File: src/rtl/lcd_pkg.sv
// Shared types and HD44780-style command bytes for the LCD sequencer.
// Used by lcd_byte_writer and lcd_sequencer.
package lcd_pkg;

    typedef enum logic [2:0] {
        ST_PWR,
        ST_INIT,
        ST_IDLE,
        ST_CHAR,
        ST_ADDR,
        ST_CLEAR
    } lcd_state_t;

    typedef enum logic [1:0] {
        WR_IDLE,
        WR_SETUP,
        WR_EN,
        WR_WAIT
    } wr_state_t;

    localparam logic [7:0] CMD_FUNC_SET = 8'h38;
    localparam logic [7:0] CMD_DISP_ON  = 8'h0C;
    localparam logic [7:0] CMD_CLEAR    = 8'h01;
    localparam logic [7:0] CMD_ENTRY    = 8'h06;
    localparam logic [7:0] CMD_LINE1    = 8'h80;
    localparam logic [7:0] CMD_LINE2    = 8'hC0;

    localparam logic [1:0] INIT_LAST = 2'd3;

    // Power-on command list, in issue order.
    function automatic logic [7:0] init_cmd(input logic [1:0] idx);
        logic [7:0] w_cmd;
        unique case (idx)
            2'd0:    w_cmd = CMD_FUNC_SET;
            2'd1:    w_cmd = CMD_DISP_ON;
            2'd2:    w_cmd = CMD_CLEAR;
            default: w_cmd = CMD_ENTRY;
        endcase
        return w_cmd;
    endfunction

endpackage

File: src/rtl/lcd_byte_writer.sv
// One LCD bus write: setup cycle, EN pulse, then post-write idle.
// Accepts i_start only while not busy; o_done flags the final wait cycle.
module lcd_byte_writer
    import lcd_pkg::*;
#(
    parameter int CLK_WAIT = 4,
    parameter int CMD_WAIT = 8,
    parameter int CLR_WAIT = 16
) (
    input  logic       i_clk,
    input  logic       i_rst_n,
    input  logic       i_start,
    input  logic [7:0] i_data,
    input  logic       i_rs,
    output logic       o_busy,
    output logic       o_done,
    output logic [7:0] o_data,
    output logic       o_rs,
    output logic       o_en
);

    wr_state_t   r_state;
    logic [15:0] r_cnt;
    logic [7:0]  r_data;
    logic        r_rs;
    logic        r_en;
    logic        r_clr;
    logic [15:0] w_wait_last;
    logic [15:0] w_en_last;

    // A clear command needs the long settle time; everything else the short one.
    assign w_wait_last = r_clr ? 16'(CLR_WAIT - 1) : 16'(CMD_WAIT - 1);
    assign w_en_last   = 16'(CLK_WAIT - 1);

    assign o_busy = (r_state != WR_IDLE);
    assign o_done = (r_state == WR_WAIT) && (r_cnt == w_wait_last);
    assign o_data = r_data;
    assign o_rs   = r_rs;
    assign o_en   = r_en;

    // Write sequencer; DATA/RS are held from setup until the next start.
    always_ff @(posedge i_clk or negedge i_rst_n) begin
        if (!i_rst_n) begin
            r_state <= WR_IDLE;
            r_cnt   <= '0;
            r_data  <= 8'h00;
            r_rs    <= 1'b0;
            r_en    <= 1'b0;
            r_clr   <= 1'b0;
        end else begin
            unique case (r_state)
                WR_IDLE: begin
                    if (i_start) begin
                        r_state <= WR_SETUP;
                        r_data  <= i_data;
                        r_rs    <= i_rs;
                        r_clr   <= !i_rs && (i_data == CMD_CLEAR);
                        r_en    <= 1'b0;
                        r_cnt   <= '0;
                    end
                end
                WR_SETUP: begin
                    r_state <= WR_EN;
                    r_en    <= 1'b1;
                    r_cnt   <= '0;
                end
                WR_EN: begin
                    if (r_cnt == w_en_last) begin
                        r_state <= WR_WAIT;
                        r_en    <= 1'b0;
                        r_cnt   <= '0;
                    end else begin
                        r_cnt <= r_cnt + 16'd1;
                    end
                end
                WR_WAIT: begin
                    if (o_done) begin
                        r_state <= WR_IDLE;
                        r_cnt   <= '0;
                    end else begin
                        r_cnt <= r_cnt + 16'd1;
                    end
                end
                default: begin
                    r_state <= WR_IDLE;
                    r_en    <= 1'b0;
                end
            endcase
        end
    end

endmodule

File: src/rtl/lcd_sequencer.sv
// Character LCD front end: power-up wait, init commands, char/clear writes.
// Optional LCD_AUTO_WRAP_EN inserts line-address commands at pos 16 and 0.
module lcd_sequencer
    import lcd_pkg::*;
#(
    parameter int PWR_WAIT = 20,
    parameter int CLK_WAIT = 4,
    parameter int CMD_WAIT = 8,
    parameter int CLR_WAIT = 16
) (
    input  logic       clk,
    input  logic       reset,
    input  logic [7:0] char_data,
    input  logic       char_valid,
    output logic       char_ready,
    input  logic       clear_req,
    output logic       init_done,
    output logic [7:0] LCD_DATA,
    output logic       LCD_EN,
    output logic       LCD_RS,
    output logic       LCD_RW,
    output logic       LCD_ON
);

    lcd_state_t  r_state;
    logic [15:0] r_pwr_cnt;
    logic [1:0]  r_idx;
    logic        r_init_done;
    logic [4:0]  r_pos;
    logic        r_clr_pend;
    logic        r_addr_pend;
    logic [7:0]  r_addr_cmd;

    logic        w_busy;
    logic        w_done;
    logic        w_start;
    logic [7:0]  w_byte;
    logic        w_rs;
    logic        w_in_idle;
    logic        w_pwr_go;
    logic        w_init_go;
    logic        w_clr_go;
    logic        w_addr_go;
    logic        w_char_go;

    assign w_in_idle = (r_state == ST_IDLE) && !w_busy;
    assign w_pwr_go  = (r_state == ST_PWR) &&
                       (r_pwr_cnt == 16'(PWR_WAIT - 1));
    assign w_init_go = (r_state == ST_INIT) && !w_busy;
    assign w_clr_go  = w_in_idle && (clear_req || r_clr_pend);
    assign w_addr_go = w_in_idle && !w_clr_go && r_addr_pend;

    // A clear arriving this cycle, or one still queued, blocks the char.
    assign char_ready = w_in_idle && r_init_done && !r_addr_pend &&
                        !r_clr_pend && !clear_req;
    assign w_char_go  = char_valid && char_ready;

    assign init_done = r_init_done;
    assign LCD_RW    = 1'b0;
    assign LCD_ON    = 1'b1;

    // Select the byte to launch; the go terms are mutually exclusive.
    always_comb begin
        w_start = 1'b0;
        w_byte  = 8'h00;
        w_rs    = 1'b0;
        unique case (1'b1)
            w_pwr_go: begin
                w_start = 1'b1;
                w_byte  = CMD_FUNC_SET;
            end
            w_init_go: begin
                w_start = 1'b1;
                w_byte  = init_cmd(r_idx);
            end
            w_clr_go: begin
                w_start = 1'b1;
                w_byte  = CMD_CLEAR;
            end
            w_addr_go: begin
                w_start = 1'b1;
                w_byte  = r_addr_cmd;
            end
            w_char_go: begin
                w_start = 1'b1;
                w_byte  = char_data;
                w_rs    = 1'b1;
            end
            default: begin
                w_start = 1'b0;
            end
        endcase
    end

    // Top-level state machine; the first init command launches on PWR exit.
    always_ff @(posedge clk or negedge reset) begin
        if (!reset) begin
            r_state     <= ST_PWR;
            r_pwr_cnt   <= '0;
            r_idx       <= 2'd0;
            r_init_done <= 1'b0;
            r_pos       <= 5'd0;
            r_clr_pend  <= 1'b0;
            r_addr_pend <= 1'b0;
            r_addr_cmd  <= CMD_LINE2;
        end else begin
            if (clear_req && (r_state != ST_IDLE)) begin
                r_clr_pend <= 1'b1;
            end
            unique case (r_state)
                ST_PWR: begin
                    if (w_pwr_go) begin
                        r_state   <= ST_INIT;
                        r_idx     <= 2'd0;
                        r_pwr_cnt <= '0;
                    end else begin
                        r_pwr_cnt <= r_pwr_cnt + 16'd1;
                    end
                end
                ST_INIT: begin
                    if (w_done) begin
                        if (r_idx == INIT_LAST) begin
                            r_init_done <= 1'b1;
                            r_state     <= ST_IDLE;
                        end else begin
                            r_idx <= r_idx + 2'd1;
                        end
                    end
                end
                ST_IDLE: begin
                    if (w_clr_go) begin
                        r_state     <= ST_CLEAR;
                        r_pos       <= 5'd0;
                        r_clr_pend  <= 1'b0;
                        r_addr_pend <= 1'b0;
                    end else if (w_addr_go) begin
                        r_state     <= ST_ADDR;
                        r_addr_pend <= 1'b0;
                    end else if (w_char_go) begin
                        r_state <= ST_CHAR;
                        r_pos   <= r_pos + 5'd1;
`ifdef LCD_AUTO_WRAP_EN
                        if (r_pos == 5'd15) begin
                            r_addr_pend <= 1'b1;
                            r_addr_cmd  <= CMD_LINE2;
                        end else if (r_pos == 5'd31) begin
                            r_addr_pend <= 1'b1;
                            r_addr_cmd  <= CMD_LINE1;
                        end
`else
                        r_addr_pend <= 1'b0;
`endif
                    end
                end
                ST_CHAR, ST_ADDR, ST_CLEAR: begin
                    if (w_done) begin
                        r_state <= ST_IDLE;
                    end
                end
                default: begin
                    r_state <= ST_PWR;
                end
            endcase
        end
    end

    lcd_byte_writer #(
        .CLK_WAIT (CLK_WAIT),
        .CMD_WAIT (CMD_WAIT),
        .CLR_WAIT (CLR_WAIT)
    ) u_writer (
        .i_clk   (clk),
        .i_rst_n (reset),
        .i_start (w_start),
        .i_data  (w_byte),
        .i_rs    (w_rs),
        .o_busy  (w_busy),
        .o_done  (w_done),
        .o_data  (LCD_DATA),
        .o_rs    (LCD_RS),
        .o_en    (LCD_EN)
    );

endmodule

File: config.mk
export PLATFORM = sky130hd
export DESIGN_NAME = lcd_sequencer
export DESIGN_NICKNAME = d
export VERILOG_FILES = /design/src/rtl/lcd_pkg.sv /design/src/rtl/lcd_byte_writer.sv /design/src/rtl/lcd_sequencer.sv
export SDC_FILE = /design/constraint.sdc
export NUM_CORES = 1
export LEC_CHECK = 0
export CAP_MARGIN = 25
export CORE_MARGIN = 5
export CORE_UTILIZATION = 55
export CTS_CLUSTER_DIAMETER = 60
export DETAILED_ROUTE_END_ITERATION = 10
export DONT_BUFFER_PORTS = 1
export PLACE_DENSITY_LB_ADDON = 0.05
export SETUP_SLACK_MARGIN = 0.5
export SLEW_MARGIN = 20
export SYNTH_ARGS = -nofsm -noshare
export SYNTH_HDL_FRONTEND = slang
export SYNTH_HIERARCHICAL = 1
export SYNTH_SLANG_ARGS = --single-unit
File: constraint.sdc
create_clock -name clk -period 3.75 [get_ports clk]
set_input_delay 0.75 -clock clk [delete_from_list [all_inputs] [get_ports clk]]
set_output_delay 0.75 -clock clk [all_outputs]
set_load 0.01 [all_outputs]
==> results summary <==
The via count of the first global-routing pass came out at 1,881. The first-iteration detailed-routing DRC count came out at 108. Of the cells placed in the final design, the portion with a size suffix greater than 1 is 11.23%. The post-route DRC violation count came out at 0. The maximum clock skew at final layout is 0.009173 ns.

The chip width is 82.68 um. The worst register-to-register path has a depth of 10. The die covers 0.006836 mm^2. The post-synthesis cell area is 0.002905 mm^2. The number of iterations in the first detailed-routing pass is 4. The net switching component of the power came out at 177.0 uW. The proportion of synthesized chip area in sequential cells came out at 44.79%. The pin count of the biggest net entering global routing is 53. In the global route stage, overall resource usage came out at 17.68%.

The slew of the pin with the lowest slew margin is 1.023 ns. The number of inserted diodes came out at 0. The net count of the mapped netlist is 301. OpenSTA, run right after detailed placement, puts the worst setup slack at 0.7688 ns. Pin placement for this block handled 26 I/O pins. The total placed instance area is 0.002925 mm^2.

The number of buffers created by CTS came out at 5. After detailed routing, the number of vias per cell comes to 5.734. The destination of the worst register-to-register timing path is u_writer/r_cnt[7]. The count of final setup violators is 0. The share of the clock period used by the worst path after layout is 76.37%. The starting density of the core came out at 56.88%. The required time at the endpoint of the critical path came out at 3.92 ns.

The half-perimeter wire length after placement came out at 3917 um. The via total after detailed routing came out at 1,984. The worst setup path is of the flip-flop to flip-flop kind. Counting flops with an async set or reset pin after synthesis yields a share of 100.0%. The clock sink count is 52. The floorplan has 26 rows.

The residual antenna-violating net count after detailed routing came out at 0. The summed negative setup slack over all endpoints came out at 0 ns. The root buffer cell is clkbuf_8. The largest fanout on the critical path came out at 12. The detailed-route wire length per cell is 15.73 um.

The headroom to the max-slew limit came out at 31.66%. At the worst endpoint, the arrival time is 3.04 ns. The worst-case vdd ir drop came out at 0.2303 mV. The number of buffers added for setup after CTS came out at 0. The final standard cell area without fillers is 0.003028 mm^2. During synthesis, Yosys emitted a total of 22 warnings. The mean instance size in the synthesized netlist is 10.45 um^2. The register-to-register setup slack came out at 0.89 ns. In this run switching power makes up 19.92% of total power. Clock-pin slew was measured on the worst setup and hold paths at 0.09 ns. The max-cap violation count is 0. The proportion of power drawn by combinational gates came out at 0.1%. The number of flops mapped to enable cells by yosys is 0. The flow ran to the end, and the final reports show no timing, DRC or antenna violations. The clock power share came out at 36.8%.

The latest clock arrival within the worst-skew pair came out at 0.30 ns. For this run, the top clock speed supported by timing is 0.3492 GHz. Following the worst setup path forward leads to its endpoint at u_writer/r_cnt[7]. The routed metal-1 wire length came out at 2638 um.

The final wirelength is 5441 um. For this design the static power due to leakage is 0.001427 uW. In this run the worst setup path begins at r_pwr_cnt[0]. The wire length of the first global-routing pass came out at 9204 um.

During placement, the flow inserted port buffers numbering 0. In this run, post-CTS hold repair placed 0 buffers. The most used flip-flop cell after synthesis is dfrtp_1.

The total power divided by cell area is 293.4 mW/mm^2. The initial antenna violation count came out at 0. The distinct cell type count of the synthesized netlist came out at 53.

The final hold slack came out at 0.1325 ns. The path type of the worst min-delay path is input pin to async pin. Routability-driven placement finished with a final weighted congestion of 0.8546. The clock period minus worst slack came out at 2.864 ns. The H-tree generated during clock tree synthesis spans 2 levels. The met2 wire length came out at 2541 um. TritonCTS built the clock tree. The post-layout instance count excluding filler cells is 346.

The routed length on met3 came out at 196 um. For this run the aggregate overflow at the end of global routing stands at 0. STA classifies the critical path startpoint as a flip-flop.

The number of endpoints with negative hold slack in the final report is 0. The instance count of the mapped netlist is 278. The maximum root-to-sink buffer count came out at 2.

The worst setup path is captured at a flip-flop. Internal power comes to 711.4 uW. The growth of design area from synthesis to finish came out at 4.220%.

The proportion of power drawn by flip-flops and latches is 63.1%. The final count of pins violating max slew was 0. Setup repair after global routing left no endpoint under its margin. The height of the chip came out at 82.68 um.

The number of nets in the finished design is 298. The placed cell count is 338. The core region is 0.005107 mm^2.

After synthesis the netlist holds a flip-flop and latch count of 52. The worst register-to-register path begins at r_pwr_cnt[0]. The final setup slack of the worst path came out at 0.8860 ns. The highest routing layer actually used is met4.
## flip-flops by register name, summed over array words and instances, names as in the netlist
signal and flops:
r_pwr_cnt 16, u_writer/o_en 1, u_writer/o_data 8, r_idx 2
u_writer/o_rs 1, u_writer/r_state 2, r_clr_pend 1, r_state 3
u_writer/r_clr 1, u_writer/r_cnt 16, init_done 1
## Yosys cell counts (all sizes together), types with 9 or more instances
cell,instances,area share (%)
nand3,12,2.1
nor4,9,3.2
xor2,15,4.5
mux2,12,4.8
dfrtp,52,45
nand2,23,3.0
ha,11,4.7
xnor2,10,3.0
nor2,28,3.6
nor3,15,3.4
inv,10,1.3
## what timing repair did
| item | 4_1_cts | 5_1_grt |
|---|---|---|
| endpoints found under the hold margin | 0 | 0 |
| setup endpoints to repair | 0 | 8 |
| resized for setup | 0 | 2 |
## area by class of cell
class	instances	area, um^2
Clock buffer	8	90.09
Fill cell	447	2079
Multi-Input combinational cell	206	1511
Tap cell	70	87.58
Inverter	10	37.54
Sequential cell	52	1301
## per-stage QoR
step	utilization (%)	total power [uW]
5_1_grt	59.28	920.9
3_5_place_dp	57.28	572.4
2_1_floorplan	-	574.0
3_3_place_gp	57.28	572.4
6_report	59.28	888.3
4_1_cts	59.04	899.9
## logic make-up after synthesis
logic type / count (synthesis) / share of synthesized area [%]
AND/OR/NAND/NOR: 121 / 24.59
flip-flops: 52 / 44.79
AO/OA/AOI/OAI: 32 / 8.657
XOR/XNOR: 25 / 7.537
buffers and inverters: 20 / 3.617
multiplexers: 15 / 5.814
adder cells (fa/ha/maj): 11 / 4.737
other: 2 / 0.2585
## critical path, stage by stage, from the launching register on
cell and delay (ns):
dfrtp_1 0.44, ha_1 0.24, nor4b_1 0.14, and4_1 0.22
nand2_1 0.13, nand3_1 0.11, nor2b_1 0.81, nor3_1 0.20
and3_1 0.25, xnor2_1 0.13, nor2_1 0.05
## cells in the final DEF, fill, tap and decap left out, types with 2 or more instances in the layout
cell type,n
dfrtp_1,52
nor2_1,28
nand2_1,23
xor2_1,15
nor3_1,13
nand3_1,12
mux2_2,11
ha_1,11
inv_1,10
xnor2_1,10
o21ai_0,8
clkbuf_8,6
nor4_1,5
and3_1,5
nand4_1,5
and4_1,4
nor4b_1,3
and2_1,3
a221o_1,3
nand2b_1,3
mux2i_1,3
a21oi_1,3
nor3_4,2
nand3b_1,2
a22o_1,2
nor2b_1,2
a31oi_1,2
a21o_1,2
o2bb2ai_1,2
conb_1,2
clkbuf_1,2
nor4_4,2
nor4_2,2
nor3b_1,2
## layer usage
metal / global-route usage (%) / up-vias
met4: 5.392 / 0
met1: 25.29 / 954
met2: 26.84 / 38
met3: 3.796 / 9
li1: - / 983
met5: 0 / -
## power by group through the flow
stage / logic (uW) / clock network, uW / registers (uW)
2_1_floorplan: 2.52 / 0 / 572
3_3_place_gp: 0.972 / 0 / 571
3_5_place_dp: 0.972 / 0 / 571
4_1_cts: 0.972 / 339 / 560
5_1_grt: 1.14 / 359 / 560
6_report: 1.04 / 327 / 560
## worst min path at each step
| stage | startpoint | end | depth (start not counted) |
|---|---|---|---|
| 3_5_place_dp | reset | u_writer/r_cnt[13] | 0 |
| 4_1_cts | reset | u_writer/r_cnt[12] | 0 |
| 6_report | reset | u_writer/r_cnt[14] | 0 |
| 2_1_floorplan | r_pwr_cnt[15] | r_pwr_cnt[15] | 1 |
| 5_1_grt | reset | u_writer/r_cnt[14] | 0 |
| 3_3_place_gp | reset | u_writer/r_cnt[14] | 0 |
(Power assumes the default switching activity.)
